## config.mk

```make
export PLATFORM = sky130hd
export DESIGN_NAME = keypad_matrix_emulator
export DESIGN_NICKNAME = d
export VERILOG_FILES = /design/src/rtl/keypad_matrix_emulator.sv
export SDC_FILE = /design/constraint.sdc
export NUM_CORES = 1
export LEC_CHECK = 0
export BUFFER_PORTS_ARGS = -buffer_cell sky130_fd_sc_hd__buf_2
export CAP_MARGIN = 20
export CORE_UTILIZATION = 60
export DETAILED_ROUTE_END_ITERATION = 12
export GPL_ROUTABILITY_DRIVEN = 0
export MAX_ROUTING_LAYER = met4
export PLACE_DENSITY = 0.8
export SYNTH_ARGS = -nofsm -noshare
export SYNTH_HDL_FRONTEND = slang
export SYNTH_SLANG_ARGS = --single-unit
```

## constraint.sdc

```tcl
create_clock -name clk -period 3.8 [get_ports clk]
set_clock_uncertainty 0.05 [all_clocks]
set_input_delay 0.19 -clock clk [delete_from_list [all_inputs] [get_ports clk]]
set_output_delay 0.19 -clock clk [all_outputs]
set_load 0.01 [all_outputs]
```

## src/rtl/keypad_matrix_emulator.sv

```systemverilog
// Behavioural 4x4 keypad responder: queued key commands, row lines driven low when the active column is strobed.
// Define KEYPAD_BOUNCE_EN to add contact-bounce windows around each press and release.
module keypad_matrix_emulator #(
  parameter int unsigned FIFO_DEPTH    = 4,
  parameter int unsigned HOLD_W        = 16,
  parameter int unsigned GAP_CYCLES    = 16,
  parameter int unsigned BOUNCE_CYCLES = 8
) (
  input  logic                          clk,
  input  logic                          reset,
  input  logic                          cmd_valid,
  output logic                          cmd_ready,
  input  logic [3:0]                    cmd_key,
  input  logic [HOLD_W-1:0]             cmd_hold,
  input  logic [3:0]                    shift_col,
  output logic [3:0]                    row,
  output logic                          busy,
  output logic                          pressed,
  output logic [3:0]                    key_active,
  output logic [$clog2(FIFO_DEPTH):0]   fifo_count
);

  localparam int unsigned AW = $clog2(FIFO_DEPTH);
  localparam int unsigned CW = AW + 1;
  localparam logic [CW-1:0] DEPTH_C = CW'(FIFO_DEPTH);
  localparam int unsigned GW = $clog2(GAP_CYCLES) + 1;
  localparam logic [GW-1:0] GAP_LAST = GW'(GAP_CYCLES - 1);
`ifdef KEYPAD_BOUNCE_EN
  localparam int unsigned BW = $clog2(BOUNCE_CYCLES) + 2;
  localparam logic [BW-1:0] BNC_LAST = BW'(BOUNCE_CYCLES - 1);
`endif

  typedef enum logic [2:0] {IDLE, BOUNCE_IN, HOLD, BOUNCE_OUT, GAP} state_e;

  logic [3:0]        key_mem_q  [FIFO_DEPTH];
  logic [HOLD_W-1:0] hold_mem_q [FIFO_DEPTH];
  logic [AW-1:0]     wr_ptr_q, rd_ptr_q;
  logic [CW-1:0]     count_q;
  logic              push, pop;

  state_e            state_q, state_d;
  logic [3:0]        act_key_q, act_key_d;
  logic [HOLD_W-1:0] act_hold_q, act_hold_d;
  logic [HOLD_W-1:0] cnt_q, cnt_d;
  logic [HOLD_W-1:0] hold_last;
  logic [GW-1:0]     gap_q, gap_d;
  logic              contact_q, contact_d;
  logic [3:0]        row_q, row_d;
`ifdef KEYPAD_BOUNCE_EN
  logic [BW-1:0]     bnc_q, bnc_d;
`endif

  assign cmd_ready = (count_q < DEPTH_C);
  assign push      = cmd_valid && cmd_ready;

  always_ff @(posedge clk) begin
    if (push) begin
      key_mem_q[wr_ptr_q]  <= cmd_key;
      hold_mem_q[wr_ptr_q] <= cmd_hold;
    end
  end

  always_ff @(posedge clk) begin
    if (reset) begin
      wr_ptr_q <= '0;
      rd_ptr_q <= '0;
      count_q  <= '0;
    end else begin
      if (push) wr_ptr_q <= wr_ptr_q + AW'(1);
      if (pop)  rd_ptr_q <= rd_ptr_q + AW'(1);
      case ({push, pop})
        2'b10:   count_q <= count_q + CW'(1);
        2'b01:   count_q <= count_q - CW'(1);
        default: count_q <= count_q;
      endcase
    end
  end

  // A zero hold request still closes the contact for one cycle.
  assign hold_last = (act_hold_q == '0) ? '0 : act_hold_q - HOLD_W'(1);

  always_comb begin
    state_d    = state_q;
    act_key_d  = act_key_q;
    act_hold_d = act_hold_q;
    cnt_d      = cnt_q;
    gap_d      = gap_q;
    contact_d  = contact_q;
    pop        = 1'b0;
`ifdef KEYPAD_BOUNCE_EN
    bnc_d      = bnc_q;
`endif
    unique case (state_q)
      IDLE: begin
        if (count_q != '0) begin
          pop        = 1'b1;
          act_key_d  = key_mem_q[rd_ptr_q];
          act_hold_d = hold_mem_q[rd_ptr_q];
          cnt_d      = '0;
          contact_d  = 1'b1;
`ifdef KEYPAD_BOUNCE_EN
          bnc_d      = '0;
          state_d    = BOUNCE_IN;
`else
          state_d    = HOLD;
`endif
        end
      end
`ifdef KEYPAD_BOUNCE_EN
      BOUNCE_IN: begin
        if (bnc_q == BNC_LAST) begin
          state_d   = HOLD;
          contact_d = 1'b1;
          cnt_d     = '0;
        end else begin
          bnc_d     = bnc_q + BW'(1);
          contact_d = ~bnc_d[1];
        end
      end
      BOUNCE_OUT: begin
        if (bnc_q == BNC_LAST) begin
          state_d   = GAP;
          contact_d = 1'b0;
          gap_d     = '0;
        end else begin
          bnc_d     = bnc_q + BW'(1);
          contact_d = ~bnc_d[1];
        end
      end
`endif
      HOLD: begin
        if (cnt_q == hold_last) begin
`ifdef KEYPAD_BOUNCE_EN
          state_d   = BOUNCE_OUT;
          contact_d = 1'b1;
          bnc_d     = '0;
`else
          state_d   = GAP;
          contact_d = 1'b0;
          gap_d     = '0;
`endif
        end else begin
          cnt_d = cnt_q + HOLD_W'(1);
        end
      end
      GAP: begin
        if (gap_q == GAP_LAST) begin
          state_d   = IDLE;
          act_key_d = '0;
        end else begin
          gap_d = gap_q + GW'(1);
        end
      end
      default: state_d = IDLE;
    endcase
  end

  always_comb begin
    row_d = 4'hF;
    for (int unsigned r = 0; r < 4; r++) begin
      if (contact_q && (act_key_q[3:2] == 2'(r)) && !shift_col[act_key_q[1:0]]) begin
        row_d[r] = 1'b0;
      end
    end
  end

  always_ff @(posedge clk) begin
    if (reset) begin
      state_q    <= IDLE;
      act_key_q  <= '0;
      act_hold_q <= '0;
      cnt_q      <= '0;
      gap_q      <= '0;
      contact_q  <= 1'b0;
      row_q      <= 4'hF;
`ifdef KEYPAD_BOUNCE_EN
      bnc_q      <= '0;
`endif
    end else begin
      state_q    <= state_d;
      act_key_q  <= act_key_d;
      act_hold_q <= act_hold_d;
      cnt_q      <= cnt_d;
      gap_q      <= gap_d;
      contact_q  <= contact_d;
      row_q      <= row_d;
`ifdef KEYPAD_BOUNCE_EN
      bnc_q      <= bnc_d;
`endif
    end
  end

  assign row        = row_q;
  assign pressed    = contact_q;
  assign key_active = act_key_q;
  assign fifo_count = count_q;
  assign busy       = (state_q != IDLE) || (count_q != '0);

endmodule

```

==> flow_metrics.env <==
export IMPL_fin_setup_tns_ps=0
export IMPL_critPathMaxStageDelay_ps=630
export IMPL_grt_max_degree=41
export IMPL_routed_wl_microns=12510
export IMPL_routed_via_density=5.778
export IMPL_startpoint_type="flip-flop"
export IMPL_synth_edf_count=80
export IMPL_multi_input_area_sq_um=2421
export IMPL_antenna_left=0
export IMPL_ys_async_sr_fraction=0
export IMPL_max_slew_margin_rel=0.2613
export IMPL_grt_total_usage=0.2634
export IMPL_critPathLaunch="act_hold_q[0]$_SDFFE_PP0P_"
export IMPL_r2r_end="cnt_q[8]$_SDFFE_PP0P_"
export IMPL_num_io_pins=41
export IMPL_cp_end_kind="flip-flop"
export IMPL_drv_cap=0
export IMPL_path_cells="inv_1, ha_1, or4b_2, o32ai_1, a211oi_1, a221oi_2, o2111a_1, nand4_2, nor4_4, buf_4, nor3_2, xnor2_1, nor2_1"
export IMPL_post_route_util=0.7329
export IMPL_min_period_ps=3427
export IMPL_syn_avg_cell_area_sq_um=12.26
export IMPL_final_hold_viol_count=0
export IMPL_fmax_mhz=291.8
export IMPL_cts_buffer_depth=2
export IMPL_power_frac_comb=0.377
export IMPL_status="completed"
export IMPL_endpoint="cnt_q[8]$_SDFFE_PP0P_"
export IMPL_p_sw_w=0.002147
export IMPL_clock_sinks=137
export IMPL_worstPathMaxFanout=11
export IMPL_syn_num_nets=540
export IMPL_ys_ff_latch=137
export IMPL_grt_overflow_total=0
export IMPL_synth_top_flop_cell="edfxtp_1"
export IMPL_wl_per_cell_microns=17.60
export IMPL_cts_setup_buffers=0
export IMPL_diodes=0
export IMPL_cts_tree="yes"
export IMPL_die_w_microns=103.4
export IMPL_rrSetupSlack_ps=370
export IMPL_rsz0062_at_grt="false"
export IMPL_cp_depth=13
export IMPL_final_common_cell="edfxtp_1"
export IMPL_numCtsBuffers=17
export IMPL_hold_class="primary input to flip-flop"
export IMPL_grt_pass1_vias=3956
export IMPL_start_util=0.6251
export IMPL_switching_share=0.3635
export IMPL_dr_pass1_iters=4
export IMPL_clk_latency_ps=530
export IMPL_dieHeight_microns=103.4
export IMPL_netlist_area_sq_um=6166
export IMPL_grt_first_pass_wirelength_microns=19740
export IMPL_drc=0
export IMPL_p_per_area_nw_per_um2=817.0
export IMPL_top_layer_used="met4"
export IMPL_max_vdd_ir_drop_mv=0.5443
export IMPL_area_growth_syn_to_layout_pct=17.25
export IMPL_ys_warn_count=0
export IMPL_initialDrtViolationCount=218
export IMPL_power_share_clock=0.262
export IMPL_slowest_stage="or4b_2"
export IMPL_hpwl_microns=7564
export IMPL_core_area_sq_um=9864
export IMPL_critPathArrivalTime_ps=3770
export IMPL_period_share=0.9018
export IMPL_setup_viol=0
export IMPL_io_buffers=40
export IMPL_fp_dieArea_sq_um=10690
export IMPL_tightest_slew_ps=1108
export IMPL_reg2reg_depth=13
export IMPL_antenna_found_initial=0
export IMPL_layout_common_cells="edfxtp_1, nand2_1, dfxtp_1"
export IMPL_cp_required_ps=4150
export IMPL_cts_root_buf="clkbuf_8"
export IMPL_intPower_w=0.003759
export IMPL_critPathTopFamily="simple AND/OR/NAND/NOR gates"
export IMPL_ff_latch_area_sq_um=3543
export IMPL_p_leak_nw=2.534
export IMPL_wl_met2_microns=6467
export IMPL_num_vias=4108
export IMPL_critical_path_class="flip-flop to flip-flop"
export IMPL_synth_distinct_cells=70
export IMPL_met1_length_microns=5247
export IMPL_seq_area_frac_synth=0.5747
export IMPL_wl_met3_microns=681
export IMPL_final_nets=603
export IMPL_htree_levels=4
export IMPL_pwr_share_seq=0.361
export IMPL_drive_above_1_share=0.2197
export IMPL_slew_violations=0
export IMPL_r2r_start="act_hold_q[0]$_SDFFE_PP0P_"
export IMPL_fill_cells=616
export IMPL_crit_buf_inv=2
export IMPL_path_clk_slew_ps=60
export IMPL_syn_instance_count=503
export IMPL_num_rows=36
==> power groups by stage <==
stage          clock network, W  logic, W  registers [W]
2_1_floorplan                 0   0.00178        0.00205
3_3_place_gp                  0   0.00208        0.00214
5_1_grt                 0.00163   0.00245        0.00217
6_report                0.00155   0.00223        0.00213
3_5_place_dp                  0   0.00215        0.00215
4_1_cts                 0.00156   0.00219        0.00213
==> worst reg2reg max path: stages, from the launching register on <==
cell and delay (ps):
dfxtp_1 340, inv_1 80, ha_1 370, or4b_2 640, o32ai_1 140, a211oi_1 90
a221oi_2 180, o2111a_1 230, nand4_2 120, nor4_4 490, buf_4 270, nor3_2 70
xnor2_1 170, nor2_1 60
==> sequential cells by signal (all words and copies together) (netlist names), 3 cells and up, named ones only <==
name	flops
row	4
key_mem_q	16
gap_q	5
act_hold_q	16
hold_mem_q	64
fifo_count	3
cnt_q	16
key_active	4
==> per-layer routing <==
layer,GRT usage,vias up
li1,-,1977
met1,0.3256,1990
met2,0.4137,129
met3,0.07325,12
met4,0.1018,0
met5,-,-
==> cell usage after synthesis, drive strengths merged (9+ instances only) <==
master / count / area (sq um)
xnor2: 19 / 166.4
clkbuf: 15 / 76.33
nor3: 15 / 106.4
o21ai: 10 / 53.80
nand3: 17 / 85.08
edfxtp: 80 / 2402
ha: 9 / 112.6
mux4: 21 / 473.0
nor2: 36 / 140.1
nand2: 63 / 241.5
a21oi: 39 / 198.9
dfxtp: 57 / 1141
inv: 17 / 63.81
==> metrics by stage <==
| step | worst slack (ps) | total power, W | hold slack, ps | area, sq um | cells |
|---|---|---|---|---|---|
| 6_report | 373.3 | 0.005906 | 47.57 | 7229 | 711 |
| 4_1_cts | 390.6 | 0.005875 | 36.41 | 7202 | 710 |
| 2_1_floorplan | 887.7 | 0.003829 | 238.9 | 6166 | 503 |
| 3_5_place_dp | 428.1 | 0.004304 | 357.5 | 6451 | 659 |
| 5_1_grt | 98.37 | 0.006249 | 67.79 | 7229 | 711 |
| 3_3_place_gp | 544.9 | 0.004221 | 348.9 | 6436 | 658 |
==> kinds of logic after synthesis <==
| family | Yosys count | synth area share |
|---|---|---|
| buf+inv | 41 | 0.03267 |
| simple gates | 191 | 0.1731 |
| fa+ha+maj | 10 | 0.02151 |
| flops | 137 | 0.5747 |
| xor+xnor | 28 | 0.04201 |
| mux | 25 | 0.08320 |
| compound gates | 71 | 0.07285 |
==> final cells by class <==
class / instances / area share
inverters: 18 / 0.009346
flip-flops and latches: 137 / 0.4901
well taps: 133 / 0.02302
multi-input cells: 325 / 0.3349
clock buffers: 21 / 0.05936
repair buffers: 67 / 0.06646
clock inverters: 10 / 0.01679
==> what timing repair did <==
action,CTS,global route
gates resized for setup,0,0
endpoints found under the hold margin,80,0
hold buffers,20,0
==> how the worst min path moves through the flow <==
stage	startpoint	to	slack, ps	cells past startpoint
floorplan	cmd_hold[0]	hold_mem_q[0][0]$_DFFE_PP_	240	0
global placement	cmd_hold[2]	hold_mem_q[0][2]$_DFFE_PP_	350	1
detailed placement	cmd_hold[13]	hold_mem_q[0][13]$_DFFE_PP_	360	1
CTS	shift_col[2]	row[3]$_SDFF_PP1_	40	4
global route	shift_col[3]	row[3]$_SDFF_PP1_	70	4
finish	shift_col[2]	row[3]$_SDFF_PP1_	50	4
(Power assumes the default switching activity.)
